$ cat config.mk
export PLATFORM = sky130hd
export DESIGN_NAME = alu_arbiter_flat
export DESIGN_NICKNAME = d
export VERILOG_FILES = /design/src/rtl/alu_arbiter_pkg.sv /design/src/rtl/alu_arbiter_if.sv /design/src/rtl/alu.sv /design/src/rtl/alu_arbiter.sv /design/src/flat_wrapper.sv
export SDC_FILE = /design/constraint.sdc
export NUM_CORES = 1
export LEC_CHECK = 0
export ABC_AREA = 1
export ABC_CLOCK_PERIOD_IN_PS = 1900
export CAP_MARGIN = 20
export CORE_MARGIN = 2
export CORE_UTILIZATION = 38
export DETAILED_ROUTE_END_ITERATION = 10
export PLACE_DENSITY = 0.74
export SYNTH_ARGS = -nofsm -noshare
export SYNTH_HDL_FRONTEND = slang
export SYNTH_SLANG_ARGS = --single-unit
$ cat constraint.sdc
create_clock -name clk -period 1.9 [get_ports clk]
set_input_delay 0.38 -clock clk [delete_from_list [all_inputs] [get_ports clk]]
set_output_delay 0.38 -clock clk [all_outputs]
set_load 0.05 [all_outputs]
$ cat src/rtl/alu_arbiter_pkg.sv
// Shared definitions for the ALU arbiter slice: widths, op codes, FSM states.
// Latency: n/a (definitions only).
// Backpressure: n/a.
package alu_arbiter_pkg;

    localparam int DATA_W    = 32;
    localparam int ALUCTRL_W = 3;

    // Op codes understood by alu; the arbiter forwards them without decoding.
    localparam logic [ALUCTRL_W-1:0] OP_AND  = 3'b000;
    localparam logic [ALUCTRL_W-1:0] OP_OR   = 3'b001;
    localparam logic [ALUCTRL_W-1:0] OP_ADD  = 3'b010;
    localparam logic [ALUCTRL_W-1:0] OP_XOR  = 3'b011;
    localparam logic [ALUCTRL_W-1:0] OP_ANDN = 3'b100;
    localparam logic [ALUCTRL_W-1:0] OP_ORN  = 3'b101;
    localparam logic [ALUCTRL_W-1:0] OP_SUB  = 3'b110;
    localparam logic [ALUCTRL_W-1:0] OP_SLT  = 3'b111;

    typedef enum logic [1:0] {
        IDLE = 2'd0,
        EXEC = 2'd1,
        RESP = 2'd2
    } arb_state_t;

endpackage

$ cat src/rtl/alu_arbiter_if.sv
// Handshake bundle between the two ALU clients and alu_arbiter.
// Latency: n/a (wiring only).
// Backpressure: req*_ready from arbiter, rsp*_ready from clients.
// Ports: reqN_valid/ready/a/b/op, rspN_valid/ready/result for N=0,1, plus busy/owner status.
interface alu_arbiter_if
    import alu_arbiter_pkg::*;
#(
    parameter int WIDTH = DATA_W
);
    logic                 req0_valid;
    logic                 req0_ready;
    logic [WIDTH-1:0]     req0_a;
    logic [WIDTH-1:0]     req0_b;
    logic [ALUCTRL_W-1:0] req0_op;
    logic                 rsp0_valid;
    logic                 rsp0_ready;
    logic [WIDTH-1:0]     rsp0_result;

    logic                 req1_valid;
    logic                 req1_ready;
    logic [WIDTH-1:0]     req1_a;
    logic [WIDTH-1:0]     req1_b;
    logic [ALUCTRL_W-1:0] req1_op;
    logic                 rsp1_valid;
    logic                 rsp1_ready;
    logic [WIDTH-1:0]     rsp1_result;

    logic                 busy;
    logic                 owner;

    // Client side.
    modport master (
        output req0_valid, req0_a, req0_b, req0_op, rsp0_ready,
        output req1_valid, req1_a, req1_b, req1_op, rsp1_ready,
        input  req0_ready, rsp0_valid, rsp0_result,
        input  req1_ready, rsp1_valid, rsp1_result,
        input  busy, owner
    );

    // Arbiter side.
    modport slave (
        input  req0_valid, req0_a, req0_b, req0_op, rsp0_ready,
        input  req1_valid, req1_a, req1_b, req1_op, rsp1_ready,
        output req0_ready, rsp0_valid, rsp0_result,
        output req1_ready, rsp1_valid, rsp1_result,
        output busy, owner
    );

endinterface

$ cat src/rtl/alu.sv
// Combinational 32-bit ALU shared by the arbiter's clients.
// Latency: 0 cycles (pure combinational).
// Backpressure: none.
// Ports: a, b operands; alucontrol op code; result.
module alu
    import alu_arbiter_pkg::*;
#(
    parameter int WIDTH = DATA_W
) (
    input  logic [WIDTH-1:0]     a,
    input  logic [WIDTH-1:0]     b,
    input  logic [ALUCTRL_W-1:0] alucontrol,
    output logic [WIDTH-1:0]     result
);

    logic lt;

    always_comb begin
        lt     = ($signed(a) < $signed(b));
        result = '0;
        case (alucontrol)
            OP_AND:  result = a & b;
            OP_OR:   result = a | b;
            OP_ADD:  result = a + b;
            OP_XOR:  result = a ^ b;
            OP_ANDN: result = a & ~b;
            OP_ORN:  result = a | ~b;
            OP_SUB:  result = a - b;
            OP_SLT:  result = {{(WIDTH-1){1'b0}}, lt};
            default: result = '0;
        endcase
    end

endmodule

$ cat src/rtl/alu_arbiter.sv
// Round-robin share of one ALU between two valid/ready clients.
// Latency: accept -> rsp_valid two cycles later; 3-cycle minimum issue interval.
// Backpressure: result held in RESP while owner's rsp_ready is low; no new accept meanwhile.
// Ports: clk, reset (sync, active high); bus = alu_arbiter_if.slave (requests, responses, busy, owner).
module alu_arbiter
    import alu_arbiter_pkg::*;
#(
    parameter int WIDTH = DATA_W
) (
    input  logic          clk,
    input  logic          reset,
    alu_arbiter_if.slave  bus
);

    arb_state_t           state;
    arb_state_t           state_nxt;
    logic                 last_grant;   // doubles as owner of the op in flight
    logic [WIDTH-1:0]     a_q;
    logic [WIDTH-1:0]     b_q;
    logic [ALUCTRL_W-1:0] op_q;
    logic [WIDTH-1:0]     result_q;
    logic [WIDTH-1:0]     alu_result;

    logic any_valid;
    logic grant;
    logic accept;
    logic own_rsp_ready;
    logic in_resp;

    alu #(.WIDTH(WIDTH)) u_alu (
        .a          (a_q),
        .b          (b_q),
        .alucontrol (op_q),
        .result     (alu_result)
    );

    always_comb begin
        any_valid = bus.req0_valid | bus.req1_valid;
        // Contention goes to whoever did not win last; otherwise the lone requester.
        if (bus.req0_valid && bus.req1_valid) begin
            grant = ~last_grant;
        end else begin
            grant = bus.req1_valid;
        end
        accept        = (state == IDLE) && any_valid && !reset;
        own_rsp_ready = last_grant ? bus.rsp1_ready : bus.rsp0_ready;
        in_resp       = (state == RESP) && !reset;

        state_nxt = state;
        case (state)
            IDLE:    if (any_valid) state_nxt = EXEC;
            EXEC:    state_nxt = RESP;
            RESP:    if (own_rsp_ready) state_nxt = IDLE;
            default: state_nxt = IDLE;
        endcase
    end

    // Outputs are forced to their reset values while reset is held, even
    // though the state register only clears on the next edge.
    assign bus.req0_ready  = accept & ~grant;
    assign bus.req1_ready  = accept &  grant;
    assign bus.rsp0_valid  = in_resp & ~last_grant;
    assign bus.rsp1_valid  = in_resp &  last_grant;
    assign bus.rsp0_result = result_q;
    assign bus.rsp1_result = result_q;
    assign bus.busy        = (state != IDLE) && !reset;
    assign bus.owner       = reset ? 1'b1 : last_grant;

    always_ff @(posedge clk) begin
        if (reset) begin
            state      <= IDLE;
            last_grant <= 1'b1;   // requester 0 wins the first contention
            a_q        <= '0;
            b_q        <= '0;
            op_q       <= '0;
            result_q   <= '0;
        end else begin
            state <= state_nxt;
            if (accept) begin
                last_grant <= grant;
                a_q        <= grant ? bus.req1_a  : bus.req0_a;
                b_q        <= grant ? bus.req1_b  : bus.req0_b;
                op_q       <= grant ? bus.req1_op : bus.req0_op;
            end
            if (state == EXEC) begin
                result_q <= alu_result;
            end
        end
    end

endmodule

$ cat src/flat_wrapper.sv
// flat-port wrapper written by rule: the top's interface ports become plain ports
module alu_arbiter_flat import alu_arbiter_pkg::*;
#(
    parameter int WIDTH = DATA_W
)
  (clk, reset, bus_req0_valid, bus_req0_a, bus_req0_b, bus_req0_op, bus_rsp0_ready, bus_req1_valid, bus_req1_a, bus_req1_b, bus_req1_op, bus_rsp1_ready, bus_req0_ready, bus_rsp0_valid, bus_rsp0_result, bus_req1_ready, bus_rsp1_valid, bus_rsp1_result, bus_busy, bus_owner);
  alu_arbiter_if #(.WIDTH(WIDTH)) bus_i ();
  input  logic clk;
  input  logic reset;
  input wire logic [$bits(bus_i.req0_valid)-1:0] bus_req0_valid;
  input wire logic [$bits(bus_i.req0_a)-1:0] bus_req0_a;
  input wire logic [$bits(bus_i.req0_b)-1:0] bus_req0_b;
  input wire logic [$bits(bus_i.req0_op)-1:0] bus_req0_op;
  input wire logic [$bits(bus_i.rsp0_ready)-1:0] bus_rsp0_ready;
  input wire logic [$bits(bus_i.req1_valid)-1:0] bus_req1_valid;
  input wire logic [$bits(bus_i.req1_a)-1:0] bus_req1_a;
  input wire logic [$bits(bus_i.req1_b)-1:0] bus_req1_b;
  input wire logic [$bits(bus_i.req1_op)-1:0] bus_req1_op;
  input wire logic [$bits(bus_i.rsp1_ready)-1:0] bus_rsp1_ready;
  output wire logic [$bits(bus_i.req0_ready)-1:0] bus_req0_ready;
  output wire logic [$bits(bus_i.rsp0_valid)-1:0] bus_rsp0_valid;
  output wire logic [$bits(bus_i.rsp0_result)-1:0] bus_rsp0_result;
  output wire logic [$bits(bus_i.req1_ready)-1:0] bus_req1_ready;
  output wire logic [$bits(bus_i.rsp1_valid)-1:0] bus_rsp1_valid;
  output wire logic [$bits(bus_i.rsp1_result)-1:0] bus_rsp1_result;
  output wire logic [$bits(bus_i.busy)-1:0] bus_busy;
  output wire logic [$bits(bus_i.owner)-1:0] bus_owner;
  assign bus_i.req0_valid = bus_req0_valid;
  assign bus_i.req0_a = bus_req0_a;
  assign bus_i.req0_b = bus_req0_b;
  assign bus_i.req0_op = bus_req0_op;
  assign bus_i.rsp0_ready = bus_rsp0_ready;
  assign bus_i.req1_valid = bus_req1_valid;
  assign bus_i.req1_a = bus_req1_a;
  assign bus_i.req1_b = bus_req1_b;
  assign bus_i.req1_op = bus_req1_op;
  assign bus_i.rsp1_ready = bus_rsp1_ready;
  assign bus_req0_ready = bus_i.req0_ready;
  assign bus_rsp0_valid = bus_i.rsp0_valid;
  assign bus_rsp0_result = bus_i.rsp0_result;
  assign bus_req1_ready = bus_i.req1_ready;
  assign bus_rsp1_valid = bus_i.rsp1_valid;
  assign bus_rsp1_result = bus_i.rsp1_result;
  assign bus_busy = bus_i.busy;
  assign bus_owner = bus_i.owner;
  alu_arbiter #(.WIDTH(WIDTH)) u_core (.clk(clk), .reset(reset), .bus(bus_i));
endmodule
After elaboration in Yosys (flattened, before gate mapping)
Index checks and enable logic that the tools add are counted.
{"block": "word_totals", "regBits": 102, "in_bits": 140, "out_inout_bits": 70, "wordCells": 53}
{"block": "classes", "n_lt_le_gt_ge": 1, "n_bitwise": 13, "n_addsub": 2, "muxes": 10, "reduce_logical": 10, "n_eq_ne": 11}
{"operator": "32-bit case mux with 8 select lines", "n": 1}
{"operator": "32-bit bitwise AND", "n": 2}
{"operator": "32-bit 2-to-1 mux", "n": 2}
{"operator": "32-bit OR", "n": 2}
{"operator": "32-bit adder", "n": 1}
{"operator": "32-bit < comparator", "n": 1}
{"operator": "32-bit NOT", "n": 1}
{"operator": "32-bit subtractor", "n": 1}
{"operator": "32-bit XOR", "n": 1}
{"operator": "3-bit == test, second input constant", "n": 4}
{"operator": "3-bit by 2-bit == test with 1-bit output, second input constant", "n": 2}
{"operator": "2-bit case mux with 3 select lines", "n": 1}
{"operator": "1-bit logical AND", "n": 5}
{"operator": "1-bit bitwise AND", "n": 4}
{"operator": "2-bit 2-to-1 mux", "n": 2}
{"operator": "2-bit by 1-bit != test with 1-bit output, second input constant", "n": 2}
{"operator": "3-bit by 1-bit == test with 1-bit output, second input constant", "n": 1}
{"operator": "3-bit logical NOT", "n": 1}
{"operator": "1-bit 2-to-1 mux", "n": 3}
{"operator": "3-bit 2-to-1 mux", "n": 1}
{"operator": "2-bit by 1-bit == test with 1-bit output, second input constant", "n": 1}
{"operator": "2-bit == test, second input constant", "n": 1}
{"operator": "2-bit logical NOT", "n": 1}
{"operator": "1-bit NOT", "n": 2}
{"operator": "4 further kinds", "n": 4}

Longest topological paths before layout
{"block": "logic_depth", "word_depth": 4, "depth_mapped": 18, "ltp_nobuf": 17}

By module
Synthesis repeated with hierarchy kept, for this count alone.
{"block": "hier_totals", "hier_cells": 2081, "hier_area_um2": 11369.7}
{"module": "alu", "n_inst": 1, "area_each_um2": 6511.2, "cells_per_inst": 1368, "seq_area_each_um2": 0.0}
{"module": "alu_arbiter", "n_inst": 1, "area_each_um2": 4858.4, "cells_per_inst": 713, "seq_area_each_um2": 2042.0}

Least setup slack after synthesis
OpenSTA, ideal clock, no wires.
{"block": "synth_timing", "path_type": "input to output", "start": "input port reset", "end": "output port bus_rsp1_valid", "arrival_ps": 1867, "n_path_buf": 2, "required_time_ps": 1520, "setup_slack_ps": -347, "cell_stages": 3, "cell_sequence": "clkbuf_1 > clkbuf_1 > nor3_1"}
{"block": "synth_via", "elab_chain_len": 3}
{"element": "start, declared", "line": "flat_wrapper.sv:9", "text": "input logic reset;"}
{"element": "1-bit logical NOT", "line": "alu_arbiter.sv:47", "text": "in_resp = (state == RESP) && !reset;"}
{"element": "1-bit logical AND", "line": "alu_arbiter.sv:47"}
{"element": "1-bit bitwise AND", "line": "alu_arbiter.sv:63", "text": "assign bus.rsp1_valid = in_resp & last_grant;"}
{"element": "end, declared", "line": "flat_wrapper.sv:24", "text": "output wire logic [$bits(bus_i.rsp1_valid)-1:0] bus_rsp1_valid;"}
No other way between the ends.

Final worst setup path
{"block": "layout_timing", "start": "register u_core.a_q[7]", "end": "register u_core.result_q[22] (netlist: u_core.bus.rsp0_result[22])"}
{"block": "layout_via", "elab_chain_len": 2, "elab_cells_between_ends": 3, "classes_between": "2 x add/sub; 1 x mux"}
{"element": "start, declared", "line": "alu_arbiter.sv:18", "text": "logic [WIDTH-1:0] a_q;"}
{"element": "start signal, assigned", "line": "alu_arbiter.sv:81", "text": "a_q <= grant ? bus.req1_a : bus.req0_a;"}
{"element": "32-bit subtractor / 32-bit adder (equally long branches)", "line": "alu.sv:28, alu.sv:24"}
{"element": "32-bit case mux with 8 select lines *", "line": "alu.sv:21", "text": "case (alucontrol)"}
{"element": "end signal, assigned", "line": "alu_arbiter.sv:86", "text": "result_q <= alu_result;"}
{"element": "end, declared", "line": "alu_arbiter.sv:21", "text": "logic [WIDTH-1:0] result_q;"}
Every way passes the cells marked *; elsewhere a longest branch is shown, timed or not.
A chain may end at the register's enable or synchronous reset.

==> flow_metrics.env <==
export IMPL_crit_buf_inv=3
export IMPL_muxShareOfSynthArea=0
export IMPL_status="finished, violations left"
export IMPL_io_pins=210
export IMPL_core_area_mm2=0.0280
export IMPL_syn_area_per_cell_um2=5.56
export IMPL_hold_depth=2
export IMPL_synthTopCellsByArea="nand2_1 (23%), dfxtp_1 (19%), inv_1 (11%), ha_1 (7.2%), nand3_1 (5.5%)"
export IMPL_final_min_clock_period_ps=2100
export IMPL_initial_core_util=0.389
export IMPL_path_max_fanout=4
export IMPL_antenna_found_initial=1
export IMPL_cts_tree="built"
export IMPL_yosysTopAreaCell="nand2_1"
export IMPL_crit_chain="buf_4 -> ha_1 -> o21bai_2 -> nand2_1 -> nand2_1 -> nand2_1 -> nand3_2 -> buf_6 -> nand2_2 -> nand2_1 -> nand2_1 -> nand3_1 -> nand4_1 -> nand2_1 -> inv_1"
export IMPL_maxSlewHeadroom=0.490
export IMPL_drtAntennaViolNets=0
export IMPL_grt_pass1_wl_um=78300
export IMPL_cts_buffer_depth=2
export IMPL_path_delay_family="simple AND/OR/NAND/NOR gates"
export IMPL_post_drt_wl_per_cell_um=19.1
export IMPL_syn_nets=2163
export IMPL_viasPerCell=5.23
export IMPL_crit_slowest_cell="dfxtp_2"
export IMPL_final_util=0.652
export IMPL_cp_arrival_ps=2390
export IMPL_synth_compound_area_frac=0.169
export IMPL_worst_path_stages=15
export IMPL_crit_required_ps=2190
export IMPL_portBuffers=209
export IMPL_p_leak_nw=8.75
export IMPL_end_kind="register"
export IMPL_hold_path_class="primary input to register"
export IMPL_cap_violations=0
export IMPL_slew_viol_final=0
export IMPL_instances_no_fill=2807
export IMPL_synth_warning_count=0
export IMPL_drive_gt1_frac=0.390
export IMPL_grt_max_degree=89
export IMPL_setup_viol=29
export IMPL_grt_setup_unrepaired="true"
export IMPL_drt_iter0_drc=1320
export IMPL_netlist_area_mm2=0.0109
export IMPL_fin_skew_ps=28.4
export IMPL_cts_root_buf="clkbuf_16"
export IMPL_row_count=61
export IMPL_overflow=0
export IMPL_critPathMaxStageDelay_ps=370
export IMPL_critPathMostFrequentCell="nand2_1"
export IMPL_drc=0
export IMPL_r2r_cells=15
export IMPL_vias=14700
export IMPL_fp_dieH_um=173
export IMPL_power_mw=12.4
export IMPL_irDropWorstVdd_uv=454
export IMPL_routed_wl_um=53700
export IMPL_fin_crit_sh=1.11
export IMPL_critPathLaunchType="register"
export IMPL_worstSetupPathType="register to register"
export IMPL_clk_pin_slew_ps=100
export IMPL_max_freq_ghz=0.476
export IMPL_diodes=0
export IMPL_nNetsFinal=2629
export IMPL_setup_tns_ps=-3100
export IMPL_synthAdderAreaFrac=0.0761
export IMPL_clock_latency_ps=390
export IMPL_synth_top_area_frac=0.234
export IMPL_synth_seq_cells=102
export IMPL_fin_ws_ps=-202
export IMPL_die_w_um=173
export IMPL_synth_xor_area_share=0.0282
export IMPL_postSynthCellCount=1958
export IMPL_first_global_vias=13700
export IMPL_tightest_slew_ps=757
export IMPL_hpwl_um=41200
export IMPL_rrSetupSlack_ps=-200
export IMPL_cts_htree_levels=3
export IMPL_globalplace_congestion=1.02
export IMPL_cts_sinks=102
export IMPL_violations="setup timing"
export IMPL_dr_pass1_iters=6
export IMPL_final_cell_mix="nand2_1 (529), buf_4 (381), inv_1 (244)"
export IMPL_yosys_area_share_simple=0.373
export IMPL_dieArea_mm2=0.0300
export IMPL_cts_buffers=9
export IMPL_grt_total_usage=0.339
export IMPL_synth_top_family_by_area="simple AND/OR/NAND/NOR gates"
export IMPL_hold_viol=0
export IMPL_area_growth_syn_to_layout_pct=67.7
export IMPL_whs_ps=291
export IMPL_place_inst=2721
export IMPL_synth_cell_types=42
export IMPL_layout_commonest_cell="nand2_1"
export IMPL_yosysSeqAreaShare=0.188
export IMPL_power_density_mw_per_mm2=679
==> repair_timing <==
item | in CTS | in global routing
pin swaps | 71 | 153
resized for setup | 348 | 323
setup buffers | 30 | 41
endpoints found under the setup margin | 33 | 34
hold endpoints to repair | 0 | 0
gates cloned | 0 | 1
hold buffers | 0 | 0
==> power breakdown <==
| part | total [mW] | switching (mW) | internal [mW] |
|---|---|---|---|
| clock network | 2.25 | 1.04 | 1.21 |
| registers | 2.54 | 0.208 | 2.33 |
| logic | 7.60 | 4.42 | 3.17 |
| total | 12.4 | 5.67 | 6.72 |
==> worst paths after layout <==
path,startpoint,to
max,u_core.a_q[7]$_SDFFE_PP0P_,u_core.bus.rsp0_result[22]$_SDFFE_PP0N_
min,reset,u_core.state[1]$_SDFFE_PP0P_
max reg2reg,u_core.a_q[7]$_SDFFE_PP0P_,u_core.bus.rsp0_result[22]$_SDFFE_PP0N_
min reg2reg,u_core.op_q[0]$_SDFFE_PP0P_,u_core.op_q[0]$_SDFFE_PP0P_
==> logic make-up (layout without fill, tap and decap cells) <==
family          after synthesis  count (layout)
xor+xnor                     35              35
flops                       102             102
buf+inv                     429             900
compound gates              320             320
simple gates               1007            1007
fa+ha+maj                    65              65
==> metal layers <==
metal / global-route usage / part of all wire
met1: 0.470 / 0.44
met2: 0.510 / 0.42
met3: 0.107 / 0.12
met4: 0.0812 / 0.021
met5: 0 / 0
==> Yosys cell counts, drive strengths merged <==
| cell type | count |
|---|---|
| xor2 | 34 |
| or2 | 2 |
| a21o | 1 |
| nor4 | 1 |
| a31oi | 67 |
| and3 | 1 |
| nand3 | 120 |
| nor2 | 158 |
| o22ai | 1 |
| o211ai | 2 |
| buf | 77 |
| a41oi | 1 |
| nand2 | 678 |
| fa | 2 |
| xnor2 | 1 |
| a21oi | 96 |
| o21ai | 103 |
| inv | 309 |
| clkbuf | 42 |
| a21boi | 4 |
| nand4 | 26 |
| a22oi | 33 |
| o21bai | 9 |
| and2 | 4 |
| o221ai | 2 |
| ha | 63 |
| a311oi | 1 |
| clkinv | 1 |
| nor3 | 17 |
| dfxtp | 102 |
==> metrics by stage <==
stage | cell area (um2) | worst slack, ps
after floorplan | 11000 | -7.31
after global placement | 15100 | -527
after detailed placement | 15100 | -551
after CTS | 16900 | -183
after global routing | 18300 | -319
final | 18300 | -202
==> state kept, by name, indices dropped and copies added, names as in the netlist <==
signal                  cells
u_core.last_grant           1
u_core.state                2
u_core.a_q                 32
u_core.b_q                 32
u_core.op_q                 3
u_core.bus.rsp0_result     32
==> layout make-up <==
| class | instances | area [um2] |
|---|---|---|
| multi-input combinational | 1427 | 9140 |
| tap | 378 | 473 |
| inverter | 310 | 1190 |
| clock inverter | 6 | 93.8 |
| timing repair buffer | 574 | 5000 |
| sequential | 102 | 2120 |
| clock buffer | 10 | 239 |
| fill | 2480 | 9760 |
Power figures use the tool's default switching activity.
